### src/rtl/buffer_ctrl.sv
// buffer_ctrl: pointer, flag and write-arbitration controller for a circular
// buffer of depth 2**BufferWidth. Two producers share the single write port
// under round-robin arbitration; one consumer pops. Storage lives outside.
module buffer_ctrl #(
  parameter int BufferWidth = 4
) (
  input  logic                   clk,
  input  logic                   rst,
  input  logic [1:0]             Push_Req,
  input  logic                   Pop,
  input  logic                   Clr_Err,
  output logic [1:0]             Grant,
  output logic                   W_En,
  output logic [BufferWidth-1:0] W_Addr,
  output logic                   R_En,
  output logic [BufferWidth-1:0] R_Addr,
  output logic                   Round,
  output logic                   Full,
  output logic                   Empty,
  output logic [BufferWidth:0]   Count,
  output logic                   Overflow,
  output logic                   Underflow
);

  localparam logic [BufferWidth-1:0] PTR_ONE = {{(BufferWidth-1){1'b0}}, 1'b1};
  localparam logic [BufferWidth-1:0] PTR_MAX = {BufferWidth{1'b1}};

  logic [BufferWidth-1:0] r_waddr;
  logic [BufferWidth-1:0] r_raddr;
  logic                   r_round;
  logic                   r_last;     // index of the producer granted most recently
  logic                   r_ovf;
  logic                   r_udf;

  logic                   w_ptr_eq;
  logic                   w_full;
  logic                   w_empty;
  logic                   w_ren;
  logic                   w_push_ok;
  logic [1:0]             w_grant;
  logic                   w_wen;
  logic                   w_wwrap;
  logic                   w_rwrap;
  logic                   w_ovf_set;
  logic                   w_udf_set;
  logic [BufferWidth:0]   w_count;

  // Flags decode straight from the registered pointers and wrap bit.
  assign w_ptr_eq = (r_waddr == r_raddr);
  assign w_full   = r_round & w_ptr_eq;
  assign w_empty  = ~r_round & w_ptr_eq;

  // Strobes are forced low while reset is held so storage is never touched.
  assign w_ren     = rst & Pop & ~w_empty;
  // A pop accepted at Full frees the slot the push is about to use.
  assign w_push_ok = rst & (|Push_Req) & (~w_full | w_ren);

  // Round-robin grant: a lone requester wins, a tie goes to the other producer.
  always_comb begin
    w_grant = 2'b00;
    if (w_push_ok) begin
      case (Push_Req)
        2'b01:   w_grant = 2'b01;
        2'b10:   w_grant = 2'b10;
        2'b11:   w_grant = r_last ? 2'b01 : 2'b10;
        default: w_grant = 2'b00;
      endcase
    end
  end

  assign w_wen     = |w_grant;
  assign w_wwrap   = w_wen & (r_waddr == PTR_MAX);
  assign w_rwrap   = w_ren & (r_raddr == PTR_MAX);
  assign w_ovf_set = (|Push_Req) & ~w_wen;
  assign w_udf_set = Pop & w_empty;

  // Occupancy at BufferWidth+1 bits; the wrap bit contributes a full depth.
  assign w_count = {1'b0, r_waddr} - {1'b0, r_raddr} + {r_round, {BufferWidth{1'b0}}};

  // Write pointer advances on every accepted push.
  always_ff @(posedge clk or negedge rst) begin
    if (!rst)       r_waddr <= '0;
    else if (w_wen) r_waddr <= r_waddr + PTR_ONE;
  end

  // Read pointer advances on every accepted pop.
  always_ff @(posedge clk or negedge rst) begin
    if (!rst)       r_raddr <= '0;
    else if (w_ren) r_raddr <= r_raddr + PTR_ONE;
  end

  // Wrap bit flips on each pointer wrap; simultaneous wraps cancel.
  always_ff @(posedge clk or negedge rst) begin
    if (!rst) r_round <= 1'b0;
    else      r_round <= r_round ^ w_wwrap ^ w_rwrap;
  end

  // Last-grant pointer moves only on an accepted push; reset favours producer 0.
  always_ff @(posedge clk or negedge rst) begin
    if (!rst)       r_last <= 1'b1;
    else if (w_wen) r_last <= w_grant[1];
  end

  // Sticky error flags; a fresh error outranks a same-cycle clear.
  always_ff @(posedge clk or negedge rst) begin
    if (!rst) begin
      r_ovf <= 1'b0;
      r_udf <= 1'b0;
    end else begin
      if (w_ovf_set)    r_ovf <= 1'b1;
      else if (Clr_Err) r_ovf <= 1'b0;
      if (w_udf_set)    r_udf <= 1'b1;
      else if (Clr_Err) r_udf <= 1'b0;
    end
  end

  assign Grant     = w_grant;
  assign W_En      = w_wen;
  assign W_Addr    = r_waddr;
  assign R_En      = w_ren;
  assign R_Addr    = r_raddr;
  assign Round     = r_round;
  assign Full      = w_full;
  assign Empty     = w_empty;
  assign Count     = w_count;
  assign Overflow  = r_ovf;
  assign Underflow = r_udf;

endmodule

### config.mk
export PLATFORM = sky130hd
export DESIGN_NAME = buffer_ctrl
export DESIGN_NICKNAME = d
export VERILOG_FILES = /design/src/rtl/buffer_ctrl.sv
export SDC_FILE = /design/constraint.sdc
export NUM_CORES = 1
export LEC_CHECK = 0
export CORE_MARGIN = 5
export CORE_UTILIZATION = 41
export CTS_BUF_LIST = sky130_fd_sc_hd__clkbuf_16
export CTS_CLUSTER_DIAMETER = 100
export CTS_CLUSTER_SIZE = 12
export DETAILED_ROUTE_END_ITERATION = 16
export PLACE_DENSITY = 0.8
export REMOVE_ABC_BUFFERS = 1
export SYNTH_ARGS = -nofsm -noshare
export SYNTH_HDL_FRONTEND = slang
export SYNTH_SLANG_ARGS = --single-unit
### constraint.sdc
create_clock -name clk -period 2.1 [get_ports clk]
set_input_delay 0.42 -clock clk [delete_from_list [all_inputs] [get_ports clk]]
set_output_delay 0.42 -clock clk [all_outputs]
set_load 0.005 [all_outputs]
==> results.json, run 1 <==
{
  "drt_first_iter_violations": 24,
  "yosys.area_share.simple_pct": 13.3,
  "pwr-share-seq_pct": 15.9,
  "clock-root-buffer": "clkbuf_16",
  "fin_skew_ps": 4.09,
  "io_buffer_count": 27,
  "max-slew-margin-rel_pct": 71.0,
  "comb_power_share_pct": 71.2,
  "crit_chain": "ha_4 -> fa_2 -> inv_2 -> a21o_1 -> a21oi_2 -> xnor2_1 -> buf_2",
  "status": "complete, but fails checks",
  "placedInstanceArea_um2": 1270,
  "ant_nets": 0,
  "powerDensity_nw_per_um2": 1860,
  "synthAdderAreaFrac_pct": 12.5,
  "final.setup.tns_ps": -23.9,
  "chipWidth_um": 53.1,
  "hold_viol": 0,
  "final_common_cell": "buf_4",
  "synth_edf_count": 0,
  "core_um2": 1750,
  "slowest_delay_ps": 400,
  "switchingPower_w": 0.00101,
  "cts_tree": "built",
  "dieArea_um2": 2820,
  "wl_per_cell_um": 17.2,
  "synth_xor_area_share_pct": 11.5,
  "critPathRequiredTime_ps": 1680,
  "worst-path-max-fanout": 2,
  "grt_first_pass_wirelength_um": 4660,
  "syn-cell-area_um2": 763,
  "drt_pre_antenna_iters": 4,
  "synth_area_per_cell_um2": 9.79,
  "grt_usage_pct": 23.8,
  "grt_pass1_vias": 955,
  "layout_setup_ws_ps": -23.9,
  "gp_congestion": 0.804,
  "hold_class": "flip-flop to flip-flop",
  "route.vias.total": 873,
  "syn_inst": 78,
  "synthMuxAreaShare_pct": 1.31,
  "insertion_delay_ps": 240,
  "worst_slew_pin_slew_ps": 431,
  "num-nets-final": 163,
  "most-common-layout-cells": "buf_4 (41), clkdlybuf4s50_1 (17), dfrtp_1 (10)",
  "antenna_found_initial": 0,
  "arrival_ps": 1700,
  "antenna_cells": 0,
  "period_share_pct": 101,
  "drc": 0,
  "rsz0062_at_grt": "true",
  "io_pins": 28,
  "worst_path_max_delay_cell": "dfrtp_1",
  "ys.flop_type": "dfrtp_1",
  "setup_viol": 1,
  "ys_async_sr_fraction_pct": 100,
  "synth_cell_types": 25,
  "ir_drop_mv": 1.81,
  "grt_overflow": 0,
  "fin_crit_ps": 2120,
  "synth_compound_area_share_pct": 14.6,
  "cts_made_buffers": 3,
  "p_int_w": 0.00174,
  "grt_max_degree": 8,
  "startpoint_type": "flip-flop",
  "violations": "negative setup slack",
  "fin_util_pct": 84.4,
  "die_h_um": 53.1,
  "yosys_warnings": 0,
  "clk_pin_slew_worst_paths_ps": 50,
  "avgViaCountPerCell": 5.02,
  "ys_ff_latch": 12,
  "rows": 15,
  "power_leakage_nw": 0.706,
  "cts.path.max_buffers": 2,
  "syn2layout_area_growth_pct": 93.1,
  "synth_top_family_by_area": "compound AO/OA/AOI/OAI gates",
  "place_hpwl_um": 1820,
  "htreeDepth": 1,
  "crit_type": "flip-flop to primary output",
  "maxCapViolCount": 0,
  "pwr-share-clk_pct": 12.9,
  "initial_core_util_pct": 43.7,
  "crit_path_end_kind": "primary output",
  "drive_above_1_share_pct": 47.7,
  "max_freq_mhz": 471,
  "slew_violations": 0,
  "seq_area_frac_synth_pct": 39.5,
  "hold_ws_ps": 536,
  "numClockSinks": 12,
  "switching_share_pct": 36.8,
  "wl_um": 3000,
  "fin_area_um2": 1470
}
-- power groups by stage --
stage / Combinational, W / Sequential (W) / Clock [W]
final: 0.00196 / 0.000437 / 0.000355
after CTS: 0.00184 / 0.000433 / 0.000351
after floorplan: 0.000574 / 0.000459 / 0
after global routing: 0.00211 / 0.000451 / 0.000367
after detailed placement: 0.00166 / 0.000413 / 0
after global placement: 0.00161 / 0.000408 / 0
-- synthesized netlist by cell type (2+ instances only) --
cell type	instances	area, um2
a21o_1	2	15.0
nor2_1	3	11.3
dfrtp_1	11	275
xnor2_1	8	70.1
o21ai_0	4	20.0
and2_1	2	12.5
nand2_1	7	26.3
a21oi_4	2	32.5
ha_1	6	75.1
inv_1	12	45.0
xor2_1	2	17.5
nand4_1	3	18.8
a21oi_1	4	20.0
-- sequential cells by signal (all words and copies together) (netlist names) --
register and cells:
R_Addr 4, W_Addr 4, Overflow 1, Round 1, Underflow 1, r_last 1
-- cell type report --
cell class	count	area, um2
Clock inverter	1	3.75
Fill cell	97	272
Tap cell	25	31.3
Clock buffer	3	75.1
Inverter	12	45.0
Multi-Input combinational cell	53	477
Sequential cell	12	303
Timing Repair Buffer	68	539
-- kinds of logic after synthesis --
| group | Yosys count |
|---|---|
| compound gates | 15 |
| xor+xnor | 10 |
| fa+ha+maj | 7 |
| buf+inv | 13 |
| flops | 12 |
| mux | 1 |
| simple gates | 20 |
-- critical path: cells and delay by family (launching register included) --
kind / cells / cell delay (ps)
adders and majority gates: 2 / 520
xor gates and xnor gates: 1 / 150
AOI/OAI and AO/OA: 2 / 190
buffers and inverters: 2 / 200
DFF: 1 / 400
-- through the flow --
stage	total power, W	instances	setup slack (ps)
after detailed placement	0.00208	158	-254
after CTS	0.00262	170	-167
final	0.00275	174	-23.9
after floorplan	0.00103	77	217
after global placement	0.00202	158	-240
after global routing	0.00293	174	-63.3
-- final timing paths --
check	endpoint	depth (start not counted)	slack [ps]	startpoint
setup / recovery	Count[4]	7	-20	R_Addr[0]
hold reg to reg	Underflow	2	540	Underflow
max in group asynchronous	r_last	2	1280	rst
min in group asynchronous	R_Addr[0]	2	630	rst
setup reg to reg	W_Addr[3]	8	350	R_Addr[1]
hold / removal	Underflow	2	540	Underflow
-- routing by layer --
layer  share of wire, %  routed length, um  vias up  global-route usage, %
met5                  0                  0        -                      0
met4                6.5                195        0                   8.51
met3                6.0                179       22                   7.04
met2                 51               1520       42                   43.4
met1                 37               1100      408                   25.8
li1                   -                  -      401                      -
-- repair_timing --
action / 4_1_cts / 5_1_grt
setup endpoints to repair: 10 / 9
buffers inserted: 8 / 5
pin swaps: 7 / 10
resized for setup: 44 / 6
hold buffers: 0 / 0
Note: power is estimated with default switching activity, not from simulation.
==> run 2: changes to the inputs <==
--- a/config.mk
+++ b/config.mk
@@ -8,7 +8,7 @@
 export CORE_MARGIN = 5
 export CORE_UTILIZATION = 41
 export CTS_BUF_LIST = sky130_fd_sc_hd__clkbuf_16
-export CTS_CLUSTER_DIAMETER = 100
+export CTS_CLUSTER_DIAMETER = 200
 export CTS_CLUSTER_SIZE = 12
 export DETAILED_ROUTE_END_ITERATION = 16
 export PLACE_DENSITY = 0.8
==> results of run 2 <==
The final DEF is identical to that of run 1; final timing and power are the same.
==> run 3: changes to the inputs <==
--- a/config.mk
+++ b/config.mk
@@ -5,14 +5,17 @@
 export SDC_FILE = /design/constraint.sdc
 export NUM_CORES = 1
 export LEC_CHECK = 0
+export CAP_MARGIN = 25
 export CORE_MARGIN = 5
 export CORE_UTILIZATION = 41
 export CTS_BUF_LIST = sky130_fd_sc_hd__clkbuf_16
 export CTS_CLUSTER_DIAMETER = 200
 export CTS_CLUSTER_SIZE = 12
 export DETAILED_ROUTE_END_ITERATION = 16
-export PLACE_DENSITY = 0.8
+export DONT_BUFFER_PORTS = 1
+export PLACE_DENSITY = 0.6
 export REMOVE_ABC_BUFFERS = 1
+export SKIP_CTS_REPAIR_TIMING = 1
 export SYNTH_ARGS = -nofsm -noshare
 export SYNTH_HDL_FRONTEND = slang
 export SYNTH_SLANG_ARGS = --single-unit
==> run 3 against run 2 <==
  * The run now ends clean
  * Via count is 34% lower
  * Hold slack worse by 510 ps
  * Final area is 31% lower
  * Clock skew is 1.6 ps higher
  * Final cell count is 33% lower
  * Clock power is 2% lower
  * Core utilization is 26 points lower
  * Power is 32% lower
  * Non-clock buffer count is 57 lower
  * Critical path depth is 1 lower
  * Routed wire length is 43% lower
  * Critical endpoint unchanged
  * Largest power group unchanged
  * Highest routed layer unchanged
==> results.json, run 3 (same netlist as run 1, synthesis figures left out) <==
{
  "layout_setup_ws_ps": 64.6,
  "place_hpwl_um": 1270,
  "fin_skew_ps": 5.72,
  "status": "finished, final reports clean",
  "num-nets-final": 106,
  "syn2layout_area_growth_pct": 33.6,
  "cts.path.max_buffers": 2,
  "crit_path_end_kind": "primary output",
  "die_h_um": 53.1,
  "drc": 0,
  "grt_max_degree": 16,
  "rsz0062_at_grt": "true",
  "drt_first_iter_violations": 9,
  "startpoint_type": "flip-flop",
  "cts_made_buffers": 3,
  "drt_pre_antenna_iters": 4,
  "fin_crit_ps": 2040,
  "max-slew-margin-rel_pct": 66.3,
  "numClockSinks": 12,
  "dieArea_um2": 2820,
  "r2r_setup_slack_ps": 370,
  "slew_violations": 0,
  "gp_congestion": 0.700,
  "r2r_end": "Round",
  "critPathRequiredTime_ps": 1680,
  "grt_pass1_vias": 585,
  "rows": 15,
  "worstRegToRegCells": 7,
  "hold_class": "primary input to async pin",
  "route.vias.total": 578,
  "worst-path-max-fanout": 2,
  "crit_type": "flip-flop to primary output",
  "antenna_cells": 0,
  "ir_drop_mv": 0.887,
  "io_pins": 28,
  "powerDensity_nw_per_um2": 1840,
  "r2r_start": "R_Addr[1]",
  "max_freq_mhz": 491,
  "most-common-layout-cells": "inv_1 (10), buf_4 (10), dfrtp_1 (9)",
  "use_met1_pct": 13.2,
  "antenna_found_initial": 0,
  "grtUsageMet3_pct": 5.07,
  "clock-root-buffer": "clkbuf_16",
  "chipWidth_um": 53.1,
  "avgViaCountPerCell": 4.94,
  "grt_first_pass_wirelength_um": 2560,
  "worst_slew_pin_slew_ps": 503,
  "ant_nets": 0,
  "gr-usage-met2_pct": 21.9,
  "maxCapViolCount": 0,
  "power_leakage_nw": 0.447,
  "cts_tree": "built",
  "initial_core_util_pct": 43.7,
  "setup_viol": 0,
  "htreeDepth": 1,
  "insertion_delay_ps": 240,
  "grt_usage_pct": 13.1,
  "clk_pin_slew_worst_paths_ps": 40,
  "core_um2": 1750,
  "hold_viol": 0,
  "io_buffer_count": 0,
  "arrival_ps": 1620,
  "dpl_worst_slack_ps": 175,
  "drive_above_1_share_pct": 33.7,
  "wl_per_cell_um": 14.7,
  "finalPower_w": 0.00188,
  "grt_busiest_layer": "met2",
  "grt_overflow": 0,
  "period_share_pct": 96.9,
  "wl_um": 1730
}
run 3: how the worst max path moves through the flow:
stage	from	endpoint	slack, ps
2_1_floorplan	R_Addr[1]	Grant[1]	220
3_3_place_gp	W_Addr[0]	Count[4]	190
3_5_place_dp	W_Addr[0]	Count[4]	180
4_1_cts	W_Addr[0]	Count[4]	-90
5_1_grt	W_Addr[0]	Count[4]	-20
6_report	R_Addr[0]	Count[4]	60
run 3: layout make-up:
cell class | count | area [um2]
Fill cell | 165 | 726
Clock inverter | 1 | 3.75
Multi-Input combinational cell | 53 | 475
Inverter | 12 | 45.0
Tap cell | 25 | 31.3
Timing Repair Buffer | 11 | 85.1
Clock buffer | 3 | 75.1
Sequential cell | 12 | 304
run 3: power breakdown:
part	leakage, nW	internal (W)	switching, W
combinational	0.263	0.000544	0.000525
sequential	0.142	0.000343	0.000117
clock	0.0423	0.000250	0.0000974
run 3: critical path, stage by stage (launching register included):
cell	delay [ps]
dfrtp_1	410
ha_4	180
fa_2	380
inv_2	60
a21o_1	110
a21oi_2	60
xnor2_2	180
run 3: metrics by stage:
step / hold slack [ps] / TNS [ps] / util [%] / instances / cell area [um2]
floorplan: 124 / 0 / - / 77 / 752
global placement: 125 / 0 / 47.9 / 109 / 836
detailed placement: 125 / 0 / 47.9 / 109 / 836
CTS: -132 / -162 / 52.4 / 113 / 915
global route: 17.6 / -21.7 / 58.4 / 117 / 1020
finish: 26.7 / 0 / 58.4 / 117 / 1020
run 3: layer usage:
layer  routed length (um)  vias to the layer above
met3                  124                        5
met2                  832                       17
li1                     -                      290
met4                   48                        0
met1                  721                      266
met5                    0                        -
